$ cat src/rtl/seg7_scan_ctrl.sv
// seg7_scan_ctrl: time-multiplexed hex 7-segment scan controller with frame-aligned double buffering.
// Ports: clk, rst_n (sync, active-low), en, load_valid/load_ready/load_data (nibble 0 = digit 0),
//        seg {a..g}, dig_en (one-hot), frame_done (pulse in first cycle of each frame).
// Optional: SEG7_LEADING_ZERO_BLANK_EN blanks leading zero digits (digit 0 never blanked).
module seg7_scan_ctrl #(
  parameter int DIGITS = 4,
  parameter int DIV    = 1000,
  parameter int GAP    = 2
) (
  input  logic                  clk,
  input  logic                  rst_n,
  input  logic                  en,
  input  logic                  load_valid,
  output logic                  load_ready,
  input  logic [4*DIGITS-1:0]   load_data,
  output logic [6:0]            seg,
  output logic [DIGITS-1:0]     dig_en,
  output logic                  frame_done
);
  localparam int IW = $clog2(DIGITS);
  localparam int CW = $clog2(DIV > GAP ? DIV : GAP) + 1;
  typedef enum logic [1:0] {S_OFF, S_SCAN, S_GAP} state_t;
  state_t                state_q, state_d;
  logic [IW-1:0]         idx_q, idx_d;
  logic [CW-1:0]         cnt_q, cnt_d;
  logic [4*DIGITS-1:0]   disp_q, disp_d, shadow_q, shadow_d;
  logic                  pending_q, pending_d;
  logic [6:0]            seg_q, seg_d;
  logic [DIGITS-1:0]     dig_en_q, dig_en_d;
  logic                  frame_done_q, frame_done_d;
  logic                  load_ready_q, load_ready_d;
  logic                  adv, wrap, accept, blank;
  logic [3:0]            nib;
  function automatic logic [6:0] dec(input logic [3:0] n);
    case (n)
      4'h0: dec = 7'h7E; 4'h1: dec = 7'h30; 4'h2: dec = 7'h6D; 4'h3: dec = 7'h79;
      4'h4: dec = 7'h33; 4'h5: dec = 7'h5B; 4'h6: dec = 7'h5F; 4'h7: dec = 7'h70;
      4'h8: dec = 7'h7F; 4'h9: dec = 7'h7B; 4'hA: dec = 7'h77; 4'hB: dec = 7'h1F;
      4'hC: dec = 7'h4E; 4'hD: dec = 7'h3D; 4'hE: dec = 7'h4F; default: dec = 7'h47;
    endcase
  endfunction
  always_comb begin
    state_d = state_q;
    idx_d   = idx_q;
    cnt_d   = cnt_q + 1'b1;
    adv     = 1'b0;
    wrap    = 1'b0;
    if (!en) begin
      state_d = S_OFF;
      idx_d   = '0;
      cnt_d   = '0;
    end else if (state_q == S_OFF) begin
      state_d = S_SCAN;
      idx_d   = '0;
      cnt_d   = '0;
    end else if (state_q == S_SCAN && cnt_q == CW'(DIV - 1)) begin
      cnt_d   = '0;
      state_d = GAP > 0 ? S_GAP : S_SCAN;
      adv     = GAP == 0;
    end else if (state_q == S_GAP && cnt_q == CW'(GAP - 1)) begin
      cnt_d   = '0;
      state_d = S_SCAN;
      adv     = 1'b1;
    end
    if (adv) begin
      wrap  = idx_q == IW'(DIGITS - 1);
      idx_d = wrap ? '0 : idx_q + 1'b1;
    end
    // load_ready mirrors ~pending one cycle late, so gate it with the next pending too
    accept       = load_valid & load_ready_q;
    pending_d    = (wrap & pending_q) ? 1'b0 : (accept | pending_q);
    shadow_d     = accept ? load_data : shadow_q;
    disp_d       = (wrap & pending_q) ? shadow_q : disp_q;
    load_ready_d = ~pending_q & ~pending_d;
    frame_done_d = wrap;
    // outputs are computed from next-cycle state so they register with no input-to-output path
    nib = 4'(disp_d >> (4 * idx_d));
`ifdef SEG7_LEADING_ZERO_BLANK_EN
    blank = (idx_d != '0) && ((disp_d >> (4 * idx_d)) == '0);
`else
    blank = 1'b0;
`endif
    seg_d    = (state_d == S_SCAN && !blank) ? dec(nib) : 7'h00;
    dig_en_d = state_d == S_SCAN ? DIGITS'(1) << idx_d : '0;
  end
  always_ff @(posedge clk) begin
    if (!rst_n) begin
      state_q      <= S_OFF;
      idx_q        <= '0;
      cnt_q        <= '0;
      disp_q       <= '0;
      shadow_q     <= '0;
      pending_q    <= 1'b0;
      seg_q        <= '0;
      dig_en_q     <= '0;
      frame_done_q <= 1'b0;
      load_ready_q <= 1'b0;
    end else begin
      state_q      <= state_d;
      idx_q        <= idx_d;
      cnt_q        <= cnt_d;
      disp_q       <= disp_d;
      shadow_q     <= shadow_d;
      pending_q    <= pending_d;
      seg_q        <= seg_d;
      dig_en_q     <= dig_en_d;
      frame_done_q <= frame_done_d;
      load_ready_q <= load_ready_d;
    end
  end
  assign seg        = seg_q;
  assign dig_en     = dig_en_q;
  assign frame_done = frame_done_q;
  assign load_ready = load_ready_q;
endmodule

$ cat config.mk
export PLATFORM = sky130hd
export DESIGN_NAME = seg7_scan_ctrl
export DESIGN_NICKNAME = d
export VERILOG_FILES = /design/src/rtl/seg7_scan_ctrl.sv
export SDC_FILE = /design/constraint.sdc
export NUM_CORES = 1
export LEC_CHECK = 0
export ABC_AREA = 1
export BUFFER_PORTS_ARGS = -buffer_cell sky130_fd_sc_hd__buf_4
export CORE_ASPECT_RATIO = 1.2
export CORE_MARGIN = 4
export CORE_UTILIZATION = 55
export CTS_CLUSTER_DIAMETER = 150
export DETAILED_ROUTE_END_ITERATION = 10
export GPL_TIMING_DRIVEN = 0
export PLACE_DENSITY = 0.76
export SYNTH_ARGS = -nofsm -noshare
export SYNTH_HDL_FRONTEND = slang
export SYNTH_SLANG_ARGS = --single-unit
$ cat constraint.sdc
create_clock -name clk -period 3.28 [get_ports clk]
set_clock_uncertainty 0.2 [all_clocks]
set_input_delay 0.328 -clock clk [delete_from_list [all_inputs] [get_ports clk]]
set_output_delay 0.328 -clock clk [all_outputs]
set_load 0.02 [all_outputs]
# [Yosys cells after proc, flatten, opt, wreduce, memory -nomap -nowiden]
# Memories as Yosys holds them, arrays and structs flattened. A register that Yosys moved wholly into a read port is not among the register bits.
# Index checks and enable logic that the tools add are counted.
[classes] n_eq_ne=6 bitwise=8 add_sub_neg=2 shift=2 reduce_logical=6 mux=15
[op_table] operator="2-to-1 mux 16 bit" n=1
[op_table] operator="2-to-1 mux 2 bit" n=8
[op_table] operator=">> shifter 16 x 4 -> 4 bit" n=1
[op_table] operator="adder 11 x 1 -> 11 bit (second input constant)" n=1
[op_table] operator="== test 11 x 1 -> 1 bit (second input constant)" n=1
[op_table] operator="== test 11 x 10 -> 1 bit (second input constant)" n=1
[op_table] operator="2-to-1 mux 1 bit" n=6
[op_table] operator="OR reduction 5 bit" n=1
[op_table] operator="== test 2 x 1 -> 1 bit (second input constant)" n=2
[op_table] operator="== test 2 bit (second input constant)" n=2
[op_table] operator="NOT 1 bit" n=4
[op_table] operator="<< shifter 1 x 2 -> 4 bit (first input constant)" n=1
[op_table] operator="AND 1 bit" n=3
[op_table] operator="adder 2 x 1 -> 2 bit (second input constant)" n=1
[op_table] operator="logical AND 1 bit" n=2
[op_table] operator="zero test 2 bit" n=1
[op_table] operator="AND reduction 2 bit" n=1
[op_table] operator="zero test 1 bit" n=1
[op_table] operator="OR 1 bit" n=1
[totals] input_bits=20 romBits=112 memories=1 ff_bits=54 wordCells=49
[memory_table] name="(name not given)" depth=16 word_bits=7 read_ports=1 rd_clocked_by_memory_dff=1 wr=0 line_no="35" text="case (n)"

# [Logic depth before layout (Yosys ltp)]
# Gate-level depths: netlist of run 1.
[logic_depth] ltp_word=11 mapped_depth=20

# [Worst setup path before layout of run 1]
# OpenSTA, ideal clock, no wires.
[synth_path] kind="flip-flop to flip-flop" startpoint="register idx_q[0]" endpoint="register seg_q[1] (netlist: seg[1])" t_arrival_ps=2168 n_path_buf=2 stages_incl_launch_ff=18 setup_slack_ps=797 synth_period_minus_slack_ps=2483 required_time_ps=2965 path_cell_list="dfxtp_1 > ha_1 > clkbuf_1 > or2_2 > nand2_2 > nand2_4 > inv_4 > buf_6 > o211ai_1 > nand3_1 > nand2_1 > inv_1 > ha_1 > inv_1 > nand2_2 > nand2_1 > a21oi_1 > nor2_1"
[synth_via] elab_chain_cells=5
[synth_lines] element="start, declared" line_no="24" text="logic [IW-1:0] idx_q, idx_d;"
[synth_lines] element="start signal, assigned" line_no="100" text="idx_q <= idx_d;"
[synth_lines] element="== test 2 bit" line_no="66" text="wrap = idx_q == IW'(DIGITS - 1);"
[synth_lines] element="2-to-1 mux 1 bit" line_no="65" text="if (adv) begin"
[synth_lines] element="AND 1 bit" line_no="73" text="disp_d = (wrap & pending_q) ? shadow_q : disp_q;"
[synth_lines] element="2-to-1 mux 16 bit" line_no="73"
[synth_lines] element=">> shifter 16 x 4 -> 4 bit *" line_no="77" text="nib = 4'(disp_d >> (4 * idx_d));"
[synth_lines] element="end, declared" line_no="28" text="logic [6:0] seg_q, seg_d;"
# Every way passes the cells marked *; elsewhere a longest branch is shown, timed or not.
# A chain may end at the register's enable or synchronous reset.

# [Final worst setup path of run 1]
[layout_path] startpoint="register cnt_q[0]" endpoint="register seg_q[1] (netlist: seg[1])"
[layout_via] elab_chain_cells=10
[layout_lines] element="start, declared" line_no="25" text="logic [CW-1:0] cnt_q, cnt_d;"
[layout_lines] element="start signal, assigned" line_no="101" text="cnt_q <= cnt_d;"
[layout_lines] element="== test 11 x 1 -> 1 bit" line_no="60" text="end else if (state_q == S_GAP && cnt_q == CW'(GAP - 1)) begin"
[layout_lines] element="logical AND 1 bit" line_no="60"
[layout_lines] element="2-to-1 mux 1 bit" line_no="60"
[layout_lines] element="2-to-1 mux 1 bit" line_no="56" text="end else if (state_q == S_SCAN && cnt_q == CW'(DIV - 1)) begin"
[layout_lines] element="2-to-1 mux 1 bit" line_no="52" text="end else if (state_q == S_OFF) begin"
[layout_lines] element="2-to-1 mux 1 bit" line_no="48" text="if (!en) begin"
[layout_lines] element="2-to-1 mux 1 bit" line_no="65"
[layout_lines] element="AND 1 bit" line_no="73"
[layout_lines] element="2-to-1 mux 16 bit" line_no="73"
[layout_lines] element=">> shifter 16 x 4 -> 4 bit" line_no="77"
# Several ways; a longest one is shown, not always the timed one.

==> results by group, run 1 <==
Logic synthesis
  • Register area share after synthesis: 0.407
  • Gate Count Post-Synth: 410
  • Cell Area, Synth: 0.00300 mm2
  • Post-synth top area share: 0.407
  • Avg Inst Size Synth: about 7.3 um2
  • Top FF cell, synth: dfxtp_1
  • Post-synth EDFFs: 0
  • Count leader, synth: nor2_1
  • Synth cell count leaders: 66 x nor2_1, 64 x nand2_1, 61 x dfxtp_1, 41 x inv_1, 35 x nand3_1
  • Syn nets: 440
  • Yosys warning count: 0
  • Synth top area cells: dfxtp_1 41%, nor2_1 8.3%, nand2_1 8.0%
  • Synthesized flop and latch total: 61
  • Post-synth ARST share: 0
  • Distinct cell type count after synthesis: 35
  • Yosys top cell by area: dfxtp_1

Placement
  • GP Congestion: 0.844
  • HPWL after detailed placement: 4740 um
  • IO Port Bufs: 32
  • Post-place setup slack: 483 ps

Die
  • Rows: 29
  • Die W: 75.5 um
  • Die ar.: roughly 0.0067 mm2
  • Core area: 0.00530 mm2
  • Die height: 88.9 um
  • Initial core utilization: 0.567
  • Boundary Pins: 33

Power
  • Clk pwr share: 0.437
  • Sw Ratio: 0.227
  • PD cells: 436 mW/mm2
  • Leak: roughly 1.6 nW
  • Power share of the combinational group: 0.058
  • Worst IR drop on VDD: approximately 310 uV
  • Power Internal: 1.19 mW
  • Sequential share of power: 0.505
  • Psw: roughly 350 uW

Global route
  • Grt ovf: 0
  • First-pass GRT wire length: 10900 um
  • Vias in the first global route: 2563
  • GRT Util Overall: 0.211
  • Initial antenna violation count: 0
  • Largest net degree at the start of global routing: 11

STA
  • Worst-Margin Slew: between 400 and 500 ps
  • Fin. Hold Viols: 0
  • Final setup violation count: 0
  • Relative slew margins: 0.668
  • Final number of max-transition violations: 0
  • Max Clk Rate: 354 MHz
  • Setup repair after global routing missed its margin: no
  • Final period util: 0.860
  • Crit path time final: 2820 ps
  • Final WS setup: 458 ps
  • Setup TNS: 0 ps

Critical path
  • Worst Setup End Kind: register
  • CP arrival: roughly 2900 ps
  • FF-to-FF setup slack: 460 ps
  • Crit Path Category: register to register
  • Cells on worst reg2reg path: 18
  • Data required, critical path: roughly 3300 ps
  • Startpoint types: register
  • Largest fanout on the critical path: 10

Routing
  • Drt via density: approximately 5.2
  • Antenna-violating nets left: 0
  • Vias post-DR: roughly 2700
  • 1st-iter DRT viols: 99
  • DRC viols: 0
  • Routed wire length: 6300 um
  • 1st-pass router iterations: 4
  • Routed wire per std cell: approximately 12 um

Clocking
  • Post_cts resized: 0
  • Worst skew pair latency: between 300 and 400 ps
  • Clock root buffer: clkbuf_8
  • Num CTS Buffers: 9
  • Clk buf depth: 2
  • Clock transition at path regs: roughly 70 ps
  • CTS tree: done
  • Setup bufs post-CTS: 0
  • Clock sinks: 61
  • H-tree lvl count: 3
  • Post-CTS Hold Buffers: 0

Worst hold path
  • WHS Path Cells: 3
  • Worst hold-check path type: primary input to register

Cells and area
  • Final net count: 483
  • Reg area: approximately 0.0012 mm2
  • P&R area growth vs syn: 17.2%
  • ANT cells: 0
  • Area occupied by multi-input gates: 0.00150 mm2
  • Number of fill cells in the layout: 476
  • Share of layout cells above drive strength 1: 0.214

Outcome
  • Outcome: finished clean

Run
  • MaxCap Viol Count: 0
## routing by layer
| metal | vias to the layer above | GRT usage | part of all wire |
|---|---|---|---|
| li1 | 1396 | - | - |
| met2 | 66 | 0.368 | 0.50 |
| met5 | - | 0 | 0 |
| met3 | 15 | 0.0360 | 0.043 |
| met1 | 1201 | 0.238 | 0.43 |
| met4 | 0 | 0.124 | 0.027 |
## stage by stage
step | cell area, um2 | hold slack, ps | power (mW) | cells | utilization
CTS | 3520 | 32.9 | 1.55 | 519 | 0.664
global route | 3520 | 58.5 | 1.60 | 519 | 0.664
floorplan | 3000 | 229 | 0.839 | 410 | -
global placement | 3320 | 242 | 0.877 | 504 | 0.627
detailed placement | 3320 | 253 | 0.880 | 504 | 0.627
finish | 3520 | 37.5 | 1.53 | 519 | 0.664
## state kept, by name, indices dropped and copies added (netlist names)
name and count:
seg 7, cnt_q 11, shadow_q 16, frame_done 1
idx_q 2, state_q 2, load_ready 1, dig_en 4
pending_q 1, disp_q 16
## layout by cell type (no fill, tap or decap), types with 2 or more instances in the layout
cell,count
buf_6,3
o21ai_0,25
o21ai_1,4
inv_1,41
dfxtp_1,61
o211ai_1,4
o21bai_1,2
nand2_1,64
nand2_4,2
nand4_1,6
nand2_2,15
nor3_1,6
nor3b_1,3
o211ai_2,2
nand3_2,6
buf_4,33
nor2_1,66
nand3_1,35
clkbuf_1,8
nor2_4,4
ha_1,10
a21oi_1,19
clkinv_2,2
clkbuf_8,11
inv_2,11
## power groups by stage
stage / Combinational (mW) / Sequential (mW) / Clock [mW]
after detailed placement: 0.0895 / 0.791 / 0
after global routing: 0.100 / 0.776 / 0.721
after CTS: 0.0897 / 0.774 / 0.685
final: 0.0888 / 0.774 / 0.671
after global placement: 0.0876 / 0.790 / 0
after floorplan: 0.0434 / 0.795 / 0
## worst paths after layout
check | from | end
setup / recovery | cnt_q[0] | seg[1]
hold / removal | load_data[1] | shadow_q[1]
setup reg to reg | cnt_q[0] | seg[1]
hold reg to reg | shadow_q[11] | shadow_q[11]
## logic make-up after synthesis
| kind of cell | after synthesis | synth area share |
|---|---|---|
| buffers and inverters | 67 | 0.0937 |
| and+or+nand+nor | 215 | 0.352 |
| adders and majority gates | 10 | 0.0417 |
| AOI/OAI and AO/OA | 57 | 0.106 |
| DFF | 61 | 0.407 |
## area by class of cell
type / count / area share
clock buffers: 11 / 0.0430
flip-flops and latches: 61 / 0.347
clock inverters: 4 / 0.0135
well taps: 62 / 0.0220
repair buffers: 32 / 0.0683
multi-input cells: 282 / 0.426
inverters: 54 / 0.0583
plain buffers: 13 / 0.0217
## worst max-delay path: stages (launching register included)
cell and delay, ps:
dfxtp_1 390, ha_1 180, nand2_2 70, nor2_4 170
nand3_4 130, nor2_8 150, nand2_2 80, nand2_4 110
buf_4 190, o211ai_1 100, nand3_1 90, nand2_1 160
inv_1 160, ha_1 180, inv_1 50, nand2_2 70
nand2_1 70, a21oi_1 120, nor2_1 50
(Power assumes the default switching activity.)
==> run 2, diff against run 1 <==
Settings changed: BUFFER_PORTS_ARGS -buffer_cell sky130_fd_sc_hd__buf_4 to -buffer_cell sky130_fd_sc_hd__clkbuf_2.
==> run 2 against run 1 <==
  * Register-to-register slack worse by 50 ps
  * Via count is 1.1% lower
  * Non-clock buffer count stayed put
  * Clock power is 10% lower
  * Clock-buffer cell count is 1 higher
  * Routed wire length is 2.9% lower
  * Critical path depth is 1 lower
  * Sequential power hardly changed
  * Die area stayed put
  * Largest cell class unchanged
  * Highest routed layer unchanged
==> results by group, run 2 (synthesis gave the netlist of run 1 again) <==
Routing
  • Routed wire length: 6110 um (-2.9%)
  • Routed wire per std cell: 11.8 um (-3.1%)
  • 1st-pass router iterations: 4 (unchanged)
  • Vias post-DR: 2649 (-1.1%)
  • Drt via density: 5.09 (-1.3%)
  • Antenna-violating nets left: 0 (unchanged)
  • DRC viols: 0 (unchanged)
  • 1st-iter DRT viols: 84 (-15%)

Global route
  • Vias in the first global route: 2394 (-6.6%)
  • GRT Util Overall: 0.206 (-0.00513)
  • Initial antenna violation count: 0 (unchanged)
  • First-pass GRT wire length: 10400 um (-4.3%)
  • Grt ovf: 0 (unchanged)
  • Largest net degree at the start of global routing: 11 (unchanged)

Worst hold path
  • Hold Path Origin: load_data[9]
  • Worst hold-check path type: primary input to register

Cells and area
  • Leading cell type in the layout, fill and taps excluded: nor2_1
  • Most frequent cells in the layout: 66 x nor2_1, 64 x nand2_1, 61 x dfxtp_1
  • ANT cells: 0 (unchanged)
  • Final net count: 483 (unchanged)
  • Area occupied by multi-input gates: 0.00150 mm2 (unchanged)
  • Number of fill cells in the layout: 492 (+3.4%)
  • Reg area: 0.00122 mm2 (unchanged)
  • P&R area growth vs syn: 13.8%
  • Final instance area: 0.00342 mm2 (-2.9%)
  • Regs by FF count: disp_q x16, shadow_q x16, cnt_q x11
  • Share of layout cells above drive strength 1: 0.214 (-0.000468)

Critical path
  • Startpoint types: register
  • Data required, critical path: 3320 ps (about the same)
  • Worst Setup End Kind: register
  • Launch point of the worst reg-to-reg path: idx_q[0]
  • Largest fanout on the critical path: 10 (unchanged)
  • CP arrival: 2910 ps (+50 ps)
  • Worst r2r dst: seg[1]
  • Worst Setup EP: seg[1]
  • Crit Path Category: register to register
  • Cells on worst reg2reg path: 17 (-1)
  • CP Launch Point: idx_q[0]
  • FF-to-FF setup slack: 410 ps (-50 ps)

Clocking
  • H-tree lvl count: 3 (unchanged)
  • Post_cts resized: 0 (unchanged)
  • Post-CTS Hold Buffers: 0 (unchanged)
  • Clock root buffer: clkbuf_8
  • Worst skew pair latency: 350 ps (about the same)
  • Clock transition at path regs: 70 ps (about the same)
  • Num CTS Buffers: 9 (unchanged)
  • Clock sinks: 61 (unchanged)
  • Clk buf depth: 2 (unchanged)
  • CTS tree: done
  • Setup bufs post-CTS: 0 (unchanged)

Power
  • Worst IR drop on VDD: 260 uV (-15%)
  • Sequential share of power: 0.532 (+0.027)
  • PD cells: 425 mW/mm2 (-2.4%)
  • Psw: 352 uW (+1.2%)
  • Sw Ratio: 0.242 (+0.0152)
  • Clk pwr share: 0.413 (-0.024)
  • Power share of the combinational group: 0.055 (-0.003)
  • Power Internal: 1.10 mW (-7.0%)
  • Leak: 1.53 nW (-2.0%)

Die
  • Initial core utilization: 0.567 (unchanged)
  • Boundary Pins: 33 (unchanged)
  • Die height: 88.9 um (unchanged)
  • Die ar.: 0.00671 mm2 (unchanged)
  • Die W: 75.5 um (unchanged)
  • Core area: 0.00530 mm2 (unchanged)
  • Rows: 29 (unchanged)

Placement
  • HPWL after detailed placement: 4670 um (-1.6%)
  • IO Port Bufs: 32 (unchanged)
  • GP Congestion: 0.869 (+3.0%)
  • Post-place instance area: 0.00324 mm2 (-2.4%)
  • Post-place setup slack: 432 ps (-50.5 ps)

STA
  • Relative slew margins: 0.651 (-0.0165)
  • Final period util: 0.875 (+0.0144)
  • Crit path time final: 2870 ps (+47.3 ps)
  • Fin. Hold Viols: 0 (unchanged)
  • Setup TNS: 0 ps (unchanged)
  • Final setup violation count: 0 (unchanged)
  • Max Clk Rate: 349 MHz (-1.6%)
  • Final number of max-transition violations: 0 (unchanged)
  • Setup repair after global routing missed its margin: no
  • Worst-Margin Slew: 523 ps (+24.7 ps)
  • Final WS setup: 411 ps (-47.3 ps)

Run
  • MaxCap Viol Count: 0 (unchanged)

Outcome
  • Outcome: finished clean
run 2: cell types whose count changed in the layout (fill, tap and decap cells not counted), sizes merged:
cell,change
clkbuf,+33
buf,-32
bufinv,-1
clkinv,+1
run 2: power groups by stage:
stage               clock, mW  combinational [mW]  sequential, mW
finish                  0.601              0.0793           0.774
CTS                     0.612              0.0803           0.774
global route            0.645              0.0926           0.777
global placement            0              0.0780           0.790
detailed placement          0              0.0800           0.791
floorplan                   0              0.0434           0.795
run 2: how the worst min path moves through the flow:
stage / end / depth (start not counted)
after floorplan: shadow_q[11] / 2
after global placement: shadow_q[11] / 2
after detailed placement: shadow_q[11] / 2
after CTS: shadow_q[9] / 3
after global routing: shadow_q[5] / 3
final: shadow_q[9] / 3
run 2: layout make-up:
type | count | area share
Buffer | 13 | 0.0223
Clock buffer | 12 | 0.0454
Clock inverter | 4 | 0.00659
Inverter | 54 | 0.0600
Multi-Input combinational cell | 282 | 0.439
Sequential cell | 61 | 0.357
Tap cell | 62 | 0.0227
Timing Repair Buffer | 32 | 0.0469
run 2: critical path: stages, from the launching register on:
cell and delay (ps):
dfxtp_1 320, ha_1 200, clkbuf_1 220, or2_2 360, nand2_2 90, nand2_4 90
inv_4 80, buf_6 150, o211ai_1 110, nand3_1 90, nand2_1 170, inv_1 160
ha_1 180, inv_1 60, nand2_2 70, nand2_1 60, a21oi_1 120, nor2_1 50
run 2: per-stage QoR:
step           std cells  total power, mW  utilization  hold slack, ps
3_3_place_gp         504            0.868        0.612             239
2_1_floorplan        410            0.839            -             229
6_report             520             1.45        0.645            32.5
5_1_grt              520             1.51        0.645            62.3
4_1_cts              520             1.47        0.645            25.2
3_5_place_dp         504            0.871        0.612             248
run 2: per-layer routing:
layer  GRT usage  wire length [um]  vias up
met4       0.111               202        0
li1            -                 -     1400
met1       0.230              2670     1181
met3      0.0686               282       17
met2       0.343              2960       51
met5           0                 0        -
==> run 3, diff against run 2 <==
Settings changed: CORE_MARGIN 4 to not set, CTS_CLUSTER_SIZE set to 30.
==> run 3 against run 2 <==
  * First-iteration DRC count increased by 21%
  * Maximum frequency increased by 0.55%
  * Hold slack improved by 11 ps
  * Clock-buffer cell count decreased by 1
  * Non-clock buffer count unchanged
  * Sequential power about the same
  * Critical path depth unchanged
  * Clock power increased by 9.2%
  * Sequential share of layout area decreased by 0.14 points
  * Setup slack improved by 16 ps
  * Utilization increased by 0.71 points
  * Final area increased by 0.40%
  * Critical path type unchanged
==> results by group, run 3 (synthesis gave the netlist of run 1 again) <==
Global route
  • Largest net degree at the start of global routing: 11 (unchanged)
  • Vias in the first global route: 2488 (+3.9%)
  • GRT Util Overall: 0.234 (+0.0281)
  • First-pass GRT wire length: 10800 um (+4.3%)
  • Grt ovf: 0 (unchanged)
  • Initial antenna violation count: 0 (unchanged)

Routing
  • Routed wire per std cell: 11.5 um (-1.9%)
  • Vias post-DR: 2632 (-0.64%)
  • 1st-iter DRT viols: 102 (+21%)
  • DRC viols: 0 (unchanged)
  • Antenna-violating nets left: 0 (unchanged)
  • 1st-pass router iterations: 4 (unchanged)
  • Drt via density: 5.06 (-0.64%)
  • Routed wire length: 6000 um (-1.9%)

Die
  • Boundary Pins: 33 (unchanged)
  • Die ar.: 0.00576 mm2 (-14%)
  • Rows: 29 (unchanged)
  • Initial core utilization: 0.571 (+0.00391)
  • Die W: 69.5 um (-8.0%)
  • Core area: 0.00526 mm2 (-0.68%)
  • Die height: 82.9 um (-6.7%)

STA
  • Max Clk Rate: 350 MHz (+0.55%)
  • Relative slew margins: 0.670 (+0.0184)
  • Setup repair after global routing missed its margin: no
  • Worst-Margin Slew: 495 ps (-27.7 ps)
  • Final period util: 0.870 (-0.00480)
  • Final number of max-transition violations: 0 (unchanged)
  • Final setup violation count: 0 (unchanged)
  • Fin. Hold Viols: 0 (unchanged)
  • Crit path time final: 2850 ps (-15.7 ps)
  • Final WS setup: 427 ps (+15.7 ps)
  • Setup TNS: 0 ps (unchanged)

Outcome
  • Outcome: finished clean

Clocking
  • Setup bufs post-CTS: 0 (unchanged)
  • Clock sinks: 61 (unchanged)
  • H-tree lvl count: 3 (unchanged)
  • Clk buf depth: 2 (unchanged)
  • Post-CTS Hold Buffers: 0 (unchanged)
  • Num CTS Buffers: 9 (unchanged)
  • Worst skew pair latency: 340 ps (about the same)
  • CTS tree: done
  • Clock transition at path regs: 70 ps (about the same)
  • Clock root buffer: clkbuf_8
  • Post_cts resized: 0 (unchanged)

Placement
  • HPWL after detailed placement: 4550 um (-2.6%)
  • Post-place setup slack: 464 ps (+31.8 ps)
  • Post-place instance area: 0.00324 mm2 (unchanged)
  • IO Port Bufs: 32 (unchanged)
  • GP Congestion: 0.820 (-5.7%)

Power
  • PD cells: 440 mW/mm2 (+3.4%)
  • Leak: 1.54 nW (+0.70%)
  • Worst IR drop on VDD: 285 uV (+9.9%)
  • Post-layout power: 1.51 mW (+3.8%)

Cells and area
  • Final net count: 483 (unchanged)
  • ANT cells: 0 (unchanged)
  • Number of fill cells in the layout: 479 (-2.6%)
  • P&R area growth vs syn: 14.3%
  • Most frequent cells in the layout: 66 x nor2_1, 64 x nand2_1, 61 x dfxtp_1
  • Final instance area: 0.00343 mm2 (+0.40%)
  • Regs by FF count: disp_q x16, shadow_q x16, cnt_q x11
  • Leading cell type in the layout, fill and taps excluded: nor2_1
  • Share of layout cells above drive strength 1: 0.214 (unchanged)
  • Fin util: 0.652 (+0.00707)

Worst hold path
  • Worst hold-check path type: primary input to register

Critical path
  • Startpoint types: register
  • Data required, critical path: 3310 ps (about the same)
  • Largest fanout on the critical path: 10 (unchanged)
  • Crit Path Category: register to register
  • CP arrival: 2890 ps (-20 ps)
  • Worst Setup End Kind: register

Run
  • MaxCap Viol Count: 0 (unchanged)
## run 3: power by group
part | total [mW] | internal [mW] | switching (mW)
Clock | 0.656 | 0.366 | 0.289
Combinational | 0.0790 | 0.0283 | 0.0508
Sequential | 0.775 | 0.763 | 0.0118
## run 3: per-stage QoR
| step | hold slack (ps) | cells |
|---|---|---|
| floorplan | 229 | 410 |
| global placement | 239 | 504 |
| detailed placement | 248 | 504 |
| CTS | 35.7 | 520 |
| global route | 47.9 | 520 |
| finish | 43.9 | 520 |
## run 3: layout make-up
class,instances,area (um2),area share
well taps,62,77.6,0.0226
plain buffers,13,76.3,0.0222
clock buffers,11,141,0.0412
multi-input cells,282,1500,0.437
repair buffers,32,160,0.0467
inverters,54,205,0.0598
flip-flops and latches,61,1220,0.356
clock inverters,5,50.0,0.0146
## run 3: metal layers
layer,global-route usage,up-vias,part of all wire
met5,0,-,0
met4,0.0965,0,0.014
met3,0.0510,7,0.030
met2,0.412,40,0.49
met1,0.272,1183,0.46
li1,-,1402,-
## run 3: worst max-delay path: stages, from the launching register on
cell,delay [ps]
dfxtp_1,330
ha_1,190
clkbuf_1,210
or2_2,350
nand2_2,90
nand2_4,80
inv_4,80
buf_6,150
o211ai_1,110
nand3_1,90
nand2_1,160
inv_1,160
ha_1,180
inv_1,50
nand2_2,60
nand2_1,60
a21oi_1,120
nor2_1,50
## run 3: final timing paths
path                 startpoint      endpoint  slack, ps  cells past startpoint
hold reg to reg    shadow_q[12]  shadow_q[12]        260                      2
setup reg to reg       idx_q[0]        seg[1]        430                     17
setup / recovery       idx_q[0]        seg[1]        430                     17
hold / removal    load_data[14]  shadow_q[14]         40                      3
